--- src/rtl/instr_fetch.sv ---
// Instruction fetch stage: owns the PC, waits MEM_WAIT clocks for the memory word to settle,
// and presents it to decode through a valid/ready register with prefetch and redirect flush.
module instr_fetch #(
    parameter logic [31:0] RESET_PC = 32'h0000_0000,
    parameter int unsigned MEM_WAIT = 2
) (
    input  logic        clk,
    input  logic        rst_n,
    output logic [31:0] mem_addr,
    input  logic [31:0] mem_instr,
    input  logic        redirect_en,
    input  logic [31:0] redirect_pc,
    input  logic        id_ready,
    output logic        id_valid,
    output logic [31:0] id_instr,
    output logic [31:0] id_pc,
    output logic [31:0] id_pc_plus4,
    output logic [31:0] fetch_cnt
);
    localparam int unsigned CNT_W = (MEM_WAIT > 1) ? $clog2(MEM_WAIT) : 1;
    localparam logic [CNT_W-1:0] CNT_MAX = CNT_W'(MEM_WAIT - 1);
    localparam logic [31:0] PC_RST = RESET_PC & 32'hFFFF_FFFC;

    typedef enum logic {
        FETCH = 1'b0,
        VALID = 1'b1
    } state_t;

    state_t           state, state_nxt;
    logic [31:0]      pc, pc_nxt;
    logic [CNT_W-1:0] cnt, cnt_nxt;
    logic             settled;
    logic             handshake;
    logic             capture;

    // Next-state: redirect beats capture; a capture restarts the wait for the following word.
    always_comb begin
        state_nxt = state;
        pc_nxt    = pc;
        cnt_nxt   = cnt;
        capture   = 1'b0;
        settled   = (cnt == CNT_MAX);
        handshake = (state == VALID) && id_ready;
        if (redirect_en) begin
            state_nxt = FETCH;
            pc_nxt    = redirect_pc & 32'hFFFF_FFFC;
            cnt_nxt   = '0;
        end else if (settled && ((state == FETCH) || id_ready)) begin
            capture   = 1'b1;
            state_nxt = VALID;
            pc_nxt    = pc + 32'd4;
            cnt_nxt   = '0;
        end else begin
            if (handshake) begin
                state_nxt = FETCH;
            end
            if (!settled) begin
                cnt_nxt = cnt + CNT_W'(1);
            end
        end
    end

    always_ff @(posedge clk or negedge rst_n) begin
        if (!rst_n) begin
            state <= FETCH;
            pc    <= PC_RST;
            cnt   <= '0;
        end else begin
            state <= state_nxt;
            pc    <= pc_nxt;
            cnt   <= cnt_nxt;
        end
    end

    // Decode-facing payload only moves on capture, so it is stable through stalls and flushes.
    always_ff @(posedge clk or negedge rst_n) begin
        if (!rst_n) begin
            id_instr    <= '0;
            id_pc       <= '0;
            id_pc_plus4 <= '0;
        end else if (capture) begin
            id_instr    <= mem_instr;
            id_pc       <= pc;
            id_pc_plus4 <= pc + 32'd4;
        end
    end

    always_ff @(posedge clk or negedge rst_n) begin
        if (!rst_n) begin
            fetch_cnt <= '0;
        end else if (handshake) begin
            fetch_cnt <= fetch_cnt + 32'd1;
        end
    end

    assign id_valid = (state == VALID);
    assign mem_addr = pc;

endmodule

--- config.mk ---
export PLATFORM = sky130hd
export DESIGN_NAME = instr_fetch
export DESIGN_NICKNAME = d
export VERILOG_FILES = /design/src/rtl/instr_fetch.sv
export SDC_FILE = /design/constraint.sdc
export NUM_CORES = 1
export LEC_CHECK = 0
export ABC_AREA = 1
export CAP_MARGIN = 10
export CORE_MARGIN = 5
export CORE_UTILIZATION = 39
export DETAILED_ROUTE_END_ITERATION = 6
export GPL_TIMING_DRIVEN = 0
export HOLD_SLACK_MARGIN = 0.15
export PLACE_DENSITY = 0.74
export RECOVER_POWER = 25
export SYNTH_ARGS = -nofsm -noshare
export SYNTH_HDL_FRONTEND = slang
export SYNTH_SLANG_ARGS = --single-unit
--- constraint.sdc ---
create_clock -name clk -period 2.6 [get_ports clk]
set_input_delay 0.39 -clock clk [delete_from_list [all_inputs] [get_ports clk]]
set_output_delay 0.39 -clock clk [all_outputs]
set_load 0.01 [all_outputs]
==> summary.txt <==
Clock tree
  – Clk buf depth: 2
  – H-tree levels: 4
  – CTS tree: built
  – Clock sinks: 156
  – Cts bufs inserted: 17
  – Worst skew pair latency: 0.42 ns
  – Clock root buffer: clkbuf_16
  – Post-CTS Setup Inserts: 0
  – Reg clk slew, reported paths: 0.06 ns
  – CTS resizes: 0

Synth
  – Proportion of synthesized area in mux cells: 0%
  – Ys async rst share: 100%
  – Warnings from Yosys: 0
  – Post-synthesis register bit count: 156
  – Post-synthesis instance area: 7220 sq um
  – Largest family of logic cells by synthesized area: simple AND/OR/NAND/NOR gates
  – Post-synthesis adder-cell area fraction: 0.346%
  – Simple-gate share of the synthesized area: 31.5%
  – Synth Area in Compound Gates: 3.84%
  – Avg Cell Area, Syn: 8.03 sq um
  – Seq/Total Area, Yosys: 54.0%
  – Yosys cell types: 27
  – Most used DFF post-synth: dfrtp_1
  – Synth Area in XOR/XNOR: 3.52%
  – Number of synthesized flops with an enable pin: 0
  – Mapped Cells: 900

Floorplanning
  – Initial Util: 39.9%
  – Io pins: 229
  – Core Box Area: 18,100 sq um
  – Die Span Y: 146 um
  – Die W: 146 um
  – Row Count: 49
  – Die ar.: 21,300 sq um

Global route
  – GR Overflow Total: 0
  – Vias in the first global route: 6,838
  – First-pass GRT wire length: 36.4 mm
  – Largest net degree at the start of global routing: 84
  – Initial antenna violation count: 1
  – Tot GR Track Use: 21.4%

Setup path
  – Top delay family on crit path: buffers and inverters
  – Worst-path cell chain: clkdlybuf4s50_1
  – Levels on crit path: 1
  – Critical path's slowest cell: clkdlybuf4s50_1
  – Worst-path fanout max: 6
  – CP bufs+invs: 1
  – Reg2reg path depth: 7
  – Worst EP required: 2.21 ns
  – Largest stage delay, worst path: 0.64 ns
  – Worst Path Arrival: 1.52 ns
  – R2R setup slack: 0.74 ns
  – Worst Setup EP: mem_addr[13]
  – Crit Path Category: flip-flop to output port
  – Crit. Startpoint: mem_addr[13]$_DFFE_PN0N_
  – Crit path capture type: output port
  – Worst setup SP type: flip-flop
  – Crit Reg-Reg Endpoint: fetch_cnt[22]$_DFFE_PN0P_
  – Reg-to-Reg Start: fetch_cnt[0]$_DFFE_PN0P_

Timing
  – Slew margin rel.: 58.9%
  – Setup violators final: 0
  – Fin crit period: 1.91 ns
  – RSZ-0062 raised after global routing: false
  – Fmax: 524 MHz
  – Final Skew: 0.0126 ns
  – Final period utilization: 73.4%
  – Slew Limit Fails: 0
  – Sum Neg Setup Slack: 0 ns
  – Worst-Margin Slew: 0.616 ns
  – Hold_ws: 0.403 ns
  – Final Hold Viols: 0

Route
  – Vias/cell: 4.88
  – Routed length per placed instance: 16.2 um
  – DR vias: 6,771
  – Initial DRT Pass Iterations: 5
  – Final WL: 22.5 mm
  – Antenna Nets Post-Route: 0
  – Iter 0 DRT Violations: 403
  – DRC: 0

Pwr
  – Leak Pwr: 0.00493 uW
  – P per Cell Area: 707 nW/um^2
  – Worst ir drop on vdd: 0.621 mV
  – Design Power: 7280 uW

Cells and area
  – Register area: 3900 sq um
  – Most common cell after layout, fill and taps aside: nand2_1
  – # nets final: 1,215
  – Area growth from synthesis to layout: 42.6%
  – Final Cell Area: 10,300 sq um
  – Ant. Diodes: 0
  – Fillers: 1,624
  – Commonest cells after routing, fill and taps aside: nand2_1, clkdlybuf4s50_1, dfrtp_1
  – Layout cells sized above 1: 6.30%
  – Multi-input logic area: 2850 sq um
  – Cell Count, Final, Fillers Out: 1,387

Placement
  – Dpl hpwl: 16.9 mm
  – Cell count after placement: 1,354
  – Number of port buffers: 219
  – Placer Congestion: 0.893
  – Dpl cell area: 9750 sq um

Outcome
  – Status: complete, no violations

Hold path
  – Hold Crit Class: input pin to flip-flop

Job
  – Max-cap violation count: 0
-- through the flow --
| step | worst slack [ns] | utilization [%] |
|---|---|---|
| floorplan | 1.14 | - |
| global placement | -5.38 | 53.8 |
| detailed placement | 0.407 | 53.9 |
| CTS | 0.687 | 57.0 |
| global route | 0.585 | 56.9 |
| finish | 0.692 | 56.9 |
-- registers in the layout, indices dropped and copies added (netlist names) --
name and flops:
cnt 1, mem_addr 30, id_valid 1, id_instr 32, fetch_cnt 32, id_pc_plus4 30
id_pc 30
-- timing repair --
| item | 4_1_cts | 5_1_grt |
|---|---|---|
| hold buffers | 1 | 0 |
| setup endpoints to repair | 0 | 0 |
| hold endpoints to repair | 73 | 0 |
-- synthesized netlist by cell type (all sizes together) (2+ instances only) --
master,instances,share of area [%]
nand4,9,0.78
xor2,14,1.7
nand2,396,21
o211ai,4,0.42
buf,23,2.3
xnor2,15,1.8
and2,2,0.17
nand3,69,4.8
dfrtp,156,54
clkbuf,8,0.42
inv,76,3.9
o21ai,47,3.3
nor2,72,4.7
nor3,2,0.14
ha,2,0.35
-- metal layers --
metal / wire, um / GRT usage [%] / vias up
li1: - / - / 3268
met1: 9300 / 26.5 / 3194
met2: 10700 / 34.9 / 269
met3: 1910 / 7.41 / 38
met4: 559 / 7.38 / 2
met5: 13 / 0 / -
-- worst min path at each step --
stage | slack, ns | endpoint | start | cells after the start
floorplan | 0.09 | cnt$_DFF_PN0_ | rst_n | 0
global placement | 0.45 | id_instr[13]$_DFFE_PN0P_ | id_instr[13]$_DFFE_PN0P_ | 2
detailed placement | 0.40 | id_instr[20]$_DFFE_PN0P_ | rst_n | 1
CTS | 0.39 | mem_addr[30]$_DFFE_PN0N_ | redirect_en | 5
global route | 0.43 | mem_addr[30]$_DFFE_PN0N_ | redirect_en | 5
finish | 0.40 | mem_addr[30]$_DFFE_PN0N_ | redirect_en | 5
-- cell type report --
cell class / count / share of cell area, %
Buffer: 31 / 1.92
Clock inverter: 12 / 0.862
Clock buffer: 20 / 4.43
Multi-Input combinational cell: 642 / 27.6
Sequential cell: 156 / 37.9
Timing Repair Buffer: 221 / 21.7
Inverter: 76 / 2.77
Tap cell: 229 / 2.78
-- kinds of logic (layout without fill, tap and decap cells) --
family,after synthesis,in the layout
xor gates and xnor gates,29,29
buffers and inverters,107,360
AOI/OAI and AO/OA,53,53
DFF,156,156
adders and majority gates,2,2
other,1,6
and+or+nand+nor,552,552
-- power by group --
| part | switching [uW] | leakage, uW | total (uW) | internal (uW) |
|---|---|---|---|---|
| combinational | 864 | 0.00270 | 1850 | 981 |
| sequential | 300 | 0.00197 | 3120 | 2820 |
| clock | 1040 | 0.000259 | 2320 | 1280 |
| total | 2200 | 0.00493 | 7280 | 5080 |
(Power assumes the default switching activity.)
